===== config.mk =====
export PLATFORM = sky130hd
export DESIGN_NAME = bcd_to_c2_converter_flat
export DESIGN_NICKNAME = d
export VERILOG_FILES = /design/src/rtl/bcd_to_c2_converter_if.sv /design/src/rtl/bcd_to_c2_converter.sv /design/src/flat_wrapper.sv
export SDC_FILE = /design/constraint.sdc
export NUM_CORES = 1
export LEC_CHECK = 0
export BUFFER_PORTS_ARGS = -buffer_cell sky130_fd_sc_hd__buf_2
export CORE_MARGIN = 2
export CORE_UTILIZATION = 40
export DETAILED_ROUTE_END_ITERATION = 7
export PLACE_DENSITY = 0.68
export REMOVE_ABC_BUFFERS = 1
export SYNTH_ARGS = -nofsm -noshare
export SYNTH_HDL_FRONTEND = slang
export SYNTH_SLANG_ARGS = --single-unit

===== constraint.sdc =====
create_clock -name clk -period 9.2 [get_ports clk]
set_clock_uncertainty 0.1 [all_clocks]
set_input_delay 0.46 -clock clk [delete_from_list [all_inputs] [get_ports clk]]
set_output_delay 0.46 -clock clk [all_outputs]
set_load 0.05 [all_outputs]

===== src/rtl/bcd_to_c2_converter_if.sv =====
// Keypad-to-generator conversion bus: start/busy/done handshake, packed BCD in,
// binary frequency word and status flags out.
interface bcd_to_c2_converter_if #(
    parameter int N_DIGITS  = 7,
    parameter int OUT_WIDTH = 23
);
    logic                   start;
    logic [4*N_DIGITS-1:0]  input_BCD;
    logic                   busy;
    logic                   done;
    logic [OUT_WIDTH-1:0]   output_C2;
    logic                   overflow;
    logic                   err_digit;

    modport master (
        output start, input_BCD,
        input  busy, done, output_C2, overflow, err_digit
    );

    modport slave (
        input  start, input_BCD,
        output busy, done, output_C2, overflow, err_digit
    );
endinterface


===== src/rtl/bcd_to_c2_converter.sv =====
// Sequential BCD-to-binary converter: one acc = acc*10 + digit step per clock,
// most significant digit first, with digit-error and saturation flags.
module bcd_to_c2_converter #(
    parameter int N_DIGITS  = 7,
    parameter int OUT_WIDTH = 23,
    parameter int ACC_WIDTH = OUT_WIDTH + 4
) (
    input  logic                 clk,
    input  logic                 rst,
    bcd_to_c2_converter_if.slave bus
);
    localparam int CNT_W = (N_DIGITS > 1) ? $clog2(N_DIGITS) : 1;

    typedef enum logic [1:0] {IDLE, CONV, FINISH} state_t;

    state_t                state, state_next;
    logic [4*N_DIGITS-1:0] shadow, shadow_next;
    logic [ACC_WIDTH-1:0]  acc, acc_next;
    logic [CNT_W-1:0]      cnt, cnt_next;
    logic                  err_latch, err_latch_next;
    logic                  busy_q, busy_next;
    logic                  done_q, done_next;
    logic [OUT_WIDTH-1:0]  result_q, result_next;
    logic                  overflow_q, overflow_next;
    logic                  err_digit_q, err_digit_next;
    logic                  any_bad;
    logic [3:0]            nibble;

    always_comb begin
        any_bad = 1'b0;
        for (int unsigned i = 0; i < N_DIGITS; i++) begin
            if (bus.input_BCD[4*i +: 4] > 4'd9) any_bad = 1'b1;
        end
    end

    assign nibble = shadow[4*int'(cnt) +: 4];

    always_comb begin
        state_next     = state;
        shadow_next    = shadow;
        acc_next       = acc;
        cnt_next       = cnt;
        err_latch_next = err_latch;
        busy_next      = busy_q;
        done_next      = 1'b0;
        result_next    = result_q;
        overflow_next  = overflow_q;
        err_digit_next = err_digit_q;

        case (state)
            IDLE: begin
                if (bus.start) begin
                    shadow_next    = bus.input_BCD;
                    acc_next       = '0;
                    cnt_next       = CNT_W'(N_DIGITS - 1);
                    err_latch_next = any_bad;
                    busy_next      = 1'b1;
                    state_next     = CONV;
                end
            end
            CONV: begin
                // x*10 as (x<<3)+(x<<1); accumulator is wide enough never to wrap
                acc_next = (acc << 3) + (acc << 1) + ACC_WIDTH'(nibble);
                cnt_next = cnt - CNT_W'(1);
                if (cnt == '0) state_next = FINISH;
            end
            FINISH: begin
                if (err_latch) begin
                    result_next    = '0;
                    err_digit_next = 1'b1;
                    overflow_next  = 1'b0;
                end else if (|acc[ACC_WIDTH-1:OUT_WIDTH]) begin
                    result_next    = '1;
                    overflow_next  = 1'b1;
                    err_digit_next = 1'b0;
                end else begin
                    result_next    = acc[OUT_WIDTH-1:0];
                    overflow_next  = 1'b0;
                    err_digit_next = 1'b0;
                end
                done_next  = 1'b1;
                busy_next  = 1'b0;
                state_next = IDLE;
            end
            default: state_next = IDLE;
        endcase
    end

    always_ff @(posedge clk) begin
        if (rst) begin
            state       <= IDLE;
            shadow      <= '0;
            acc         <= '0;
            cnt         <= '0;
            err_latch   <= 1'b0;
            busy_q      <= 1'b0;
            done_q      <= 1'b0;
            result_q    <= '0;
            overflow_q  <= 1'b0;
            err_digit_q <= 1'b0;
        end else begin
            state       <= state_next;
            shadow      <= shadow_next;
            acc         <= acc_next;
            cnt         <= cnt_next;
            err_latch   <= err_latch_next;
            busy_q      <= busy_next;
            done_q      <= done_next;
            result_q    <= result_next;
            overflow_q  <= overflow_next;
            err_digit_q <= err_digit_next;
        end
    end

    assign bus.busy      = busy_q;
    assign bus.done      = done_q;
    assign bus.output_C2 = result_q;
    assign bus.overflow  = overflow_q;
    assign bus.err_digit = err_digit_q;
endmodule

===== src/flat_wrapper.sv =====
// flat-port wrapper written by rule: the top's interface ports become plain ports
module bcd_to_c2_converter_flat 
#(
    parameter int N_DIGITS  = 7,
    parameter int OUT_WIDTH = 23,
    parameter int ACC_WIDTH = OUT_WIDTH + 4
)
  (clk, rst, bus_start, bus_input_BCD, bus_busy, bus_done, bus_output_C2, bus_overflow, bus_err_digit);
  bcd_to_c2_converter_if #(.N_DIGITS(N_DIGITS), .OUT_WIDTH(OUT_WIDTH)) bus_i ();
  input  logic clk;
  input  logic rst;
  input wire logic [$bits(bus_i.start)-1:0] bus_start;
  input wire logic [$bits(bus_i.input_BCD)-1:0] bus_input_BCD;
  output wire logic [$bits(bus_i.busy)-1:0] bus_busy;
  output wire logic [$bits(bus_i.done)-1:0] bus_done;
  output wire logic [$bits(bus_i.output_C2)-1:0] bus_output_C2;
  output wire logic [$bits(bus_i.overflow)-1:0] bus_overflow;
  output wire logic [$bits(bus_i.err_digit)-1:0] bus_err_digit;
  assign bus_i.start = bus_start;
  assign bus_i.input_BCD = bus_input_BCD;
  assign bus_busy = bus_i.busy;
  assign bus_done = bus_i.done;
  assign bus_output_C2 = bus_i.output_C2;
  assign bus_overflow = bus_i.overflow;
  assign bus_err_digit = bus_i.err_digit;
  bcd_to_c2_converter #(.N_DIGITS(N_DIGITS), .OUT_WIDTH(OUT_WIDTH), .ACC_WIDTH(ACC_WIDTH)) u_core (.clk(clk), .rst(rst), .bus(bus_i));
endmodule

==> metrics <==
outcome=finished clean; Ports=slightly below 60; R2R depth=15; die width=114.4 um; HP Class=input pin to flip-flop; Lkg Pwr=around 0.0025 uW; DIE AREA=0.01308 mm2; Reg power frac=approximately 48%; Net Sw Frac=26.82%; Num CTS Buffers=9; largest cells by area after synthesis=dfxtp_1 (36%), ha_1 (13%), a21oi_1 (8.5%); setup_tns=0 ps; Mapped Cells=slightly below 600; VDD IR-drop max=between 0.00009 and 0.0001 V; Core Util, Final=roughly 46%; die height=roughly 110 um; drt pass-1 iters=4; R2R Path Start=u_core.cnt[0]$_SDFFE_PP0P_; Hold EP=u_core.shadow[4]$_SDFFE_PP0P_; Logic pwr share=approximately 11%; drc violations=0; share of layout cells above drive strength 1=between 10% and 20%; post_cts resized=0; final net count=approximately 700; Min-Delay Path Depth=3; Rows=40; global-route wire length before repair=approximately 20000 um; # diodes=0; Tightest Pin Transition=about 1100 ps; sw power=231.6 uW; leading area contributor after synthesis=dfxtp_1; asr flop ratio synth=0%; antenna violations before repair=0; Yosys reg bits=88; hpwl dp=8398 um; min Tclk post-route=about 4000 ps; Reg2Reg Capture Point=u_core.acc[25]$_SDFFE_PP0P_; Worst Setup End Kind=flip-flop; # setup viols final=0; Clock Root Buffer=clkbuf_16; Post-CTS Setup Bufs=0; RePlAce Congestion=approximately 0.86; critical setup path kind=flip-flop to flip-flop; clock slew seen by the registers of the worst setup and hold paths=around 70 ps; max-slew violations=0; fillers=~1200; Synth top area share=between 30 and 40%; largest net degree at the start of global routing=63; dpl cells=about 750; Port Buffers=57; length of routed met2 wiring=just over 5000 um; post-route ant nets=0; routed wl met3=roughly 550 um; DP Area=~0.0053 mm2; register area share after synthesis=about 36%; Finished Cell Area=roughly 0.0055 mm2; worst reg2reg setup slack=about 5100 ps; CTS tree=built; Setup crit start kind=flip-flop; Peak Freq=244.8 MHz; Yosys cell types=~50; period utilization=~44%; DRT iter0 DRCs=roughly 190; P_int=631.9 uW; post-route insts no fill=between 700 and 800; GR Overflow Total=0; final-report hold violation count=0; core area=between 0.01 and 0.015 mm2; Slew headroom=between 20 and 30%; max-cap viol count=0; Avg WL per Cell=between 10 and 15 um; Synth Area per Inst=between 8 and 9 um2; Clk Latency, worst-skew pair=~350 ps; CP max FO=9; dpl ws=just over 5000 ps; via/cell ratio=around 5.5; Power Dens Cells=around 160 mW/mm2; vias in the first global route=4100; Area Overhead vs Synth=13.85%; RSZ-0062 raised after global routing=no; via count=around 4200; met1 WL=roughly 5500 um; H-tree Lvls=3; clk sinks=just under 90; CP required=slightly above 9000 ps; Synth Flop Type=dfxtp_1; hold_sp=bus_input_BCD[4]; Clock Power Share=between 40% and 50%; setup ws final=between 5000 and 6000 ps; highest routed layer=met4; Total GRT Usage=18.68%; CTS hold repair buffers=0; Post-synth EDFFs=0; WP data arrival=4220 ps; yosys warns=0; CTS Buffer Depth=2; Post-Synthesis Cell Area=around 0.0049 mm2; Routed WL=11410 um; initial core utilization=40.72%
## synthesized netlist by cell type (2+ instances only)
library cell	count
nand2_1	96
fa_1	2
dfxtp_1	88
a21boi_1	2
buf_1	2
o211ai_1	6
o21bai_1	2
xor2_1	8
nor2_1	32
a31oi_1	6
a21o_1	9
a211oi_1	5
o21a_1	10
nor2b_1	4
ha_1	50
a21oi_1	83
or3_1	2
inv_1	11
nand2b_1	5
a22o_1	2
a221o_1	13
nor3_1	8
o31ai_1	4
mux2i_1	4
o21ai_0	23
a211o_1	2
nand3_1	14
nor3b_1	11
nand4_1	7
clkbuf_1	35
xnor2_1	10
mux4_2	4
## placed cells by master, fill, tap and decap left out, drive strengths merged, types with 6 or more instances in the layout
| cell | n |
|---|---|
| a21o | 9 |
| a21oi | 83 |
| a221o | 13 |
| a31oi | 6 |
| buf | 62 |
| clkbuf | 11 |
| dfxtp | 88 |
| ha | 50 |
| inv | 12 |
| nand2 | 96 |
| nand3 | 14 |
| nand4 | 7 |
| nor2 | 32 |
| nor3 | 8 |
| nor3b | 11 |
| o211ai | 6 |
| o21a | 10 |
| o21ai | 23 |
| xnor2 | 10 |
| xor2 | 8 |
## metrics by stage
step | power [uW] | hold slack (ps)
after CTS | 873.8 | 236.9
after global routing | 908.2 | 248.8
final | 863.5 | 251.7
after floorplan | 480.3 | 327.1
after detailed placement | 518.0 | 343.1
after global placement | 514.8 | 332.2
## power groups by stage
stage	Combinational (uW)	Clock (uW)	Sequential, uW
floorplan	63.2	0	417
global placement	95.4	0	419
detailed placement	98.1	0	420
CTS	98.5	364	411
global route	111	383	414
finish	97.5	355	411
## cell families (layout without fill, tap and decap cells)
| kind of cell | Yosys count | count (layout) | share of synthesized area [%] |
|---|---|---|---|
| adder cells (fa/ha/maj) | 52 | 52 | 13.67 |
| flip-flops | 88 | 88 | 36.17 |
| AND/OR/NAND/NOR | 185 | 185 | 17.13 |
| AO/OA/AOI/OAI | 180 | 180 | 23.43 |
| multiplexers | 8 | 8 | 2.672 |
| buffers and inverters | 48 | 89 | 3.699 |
| XOR/XNOR | 18 | 18 | 3.237 |
## state kept, by name, indices dropped and copies added, names as in the netlist
register,flops
u_core.bus.err_digit,1
u_core.state,2
u_core.acc,27
u_core.bus.busy,1
u_core.bus.output_C2,23
u_core.shadow,28
u_core.bus.done,1
u_core.err_latch,1
u_core.bus.overflow,1
u_core.cnt,3
## routing by layer
| metal | vias to the layer above | global-route usage, % |
|---|---|---|
| li1 | 2161 | - |
| met1 | 1955 | 25.17 |
| met2 | 97 | 29.44 |
| met3 | 15 | 3.706 |
| met4 | 0 | 7.480 |
| met5 | - | 0 |
## worst max-delay path: stages (launching register included)
cell and delay (ps):
dfxtp_1 560, inv_1 180, nor2_1 240, nand2_1 80, o211ai_1 90, o21ai_0 140, fa_1 560, inv_1 60
ha_1 320, a211oi_1 280, o21a_1 210, a211oi_1 80, nor2_1 320, nor2_1 130, a211o_1 310, a221o_1 310
## worst max path at each step
stage / startpoint / to / slack, ps / cells past startpoint
3_5_place_dp: u_core.cnt[0]$_SDFFE_PP0P_ / u_core.acc[25]$_SDFFE_PP0P_ / 5150 / 15
5_1_grt: u_core.cnt[0]$_SDFFE_PP0P_ / u_core.acc[25]$_SDFFE_PP0P_ / 4780 / 15
4_1_cts: u_core.cnt[0]$_SDFFE_PP0P_ / u_core.acc[25]$_SDFFE_PP0P_ / 5120 / 15
2_1_floorplan: u_core.cnt[0]$_SDFFE_PP0P_ / u_core.acc[25]$_SDFFE_PP0P_ / 5580 / 15
6_report: u_core.cnt[0]$_SDFFE_PP0P_ / u_core.acc[25]$_SDFFE_PP0P_ / 5120 / 15
3_3_place_gp: u_core.cnt[0]$_SDFFE_PP0P_ / u_core.acc[25]$_SDFFE_PP0P_ / 5300 / 15
## cell type report
class / instances / area [um2] / share of cell area [%]
repair buffers: 62 / 322.8 / 5.821
flip-flops and latches: 88 / 1762 / 31.77
clock inverters: 5 / 38.79 / 0.6995
multi-input cells: 443 / 2944 / 53.09
well taps: 147 / 183.9 / 3.317
inverters: 11 / 41.29 / 0.7446
clock buffers: 11 / 252.7 / 4.558
Note: power is estimated with default switching activity, not from simulation.
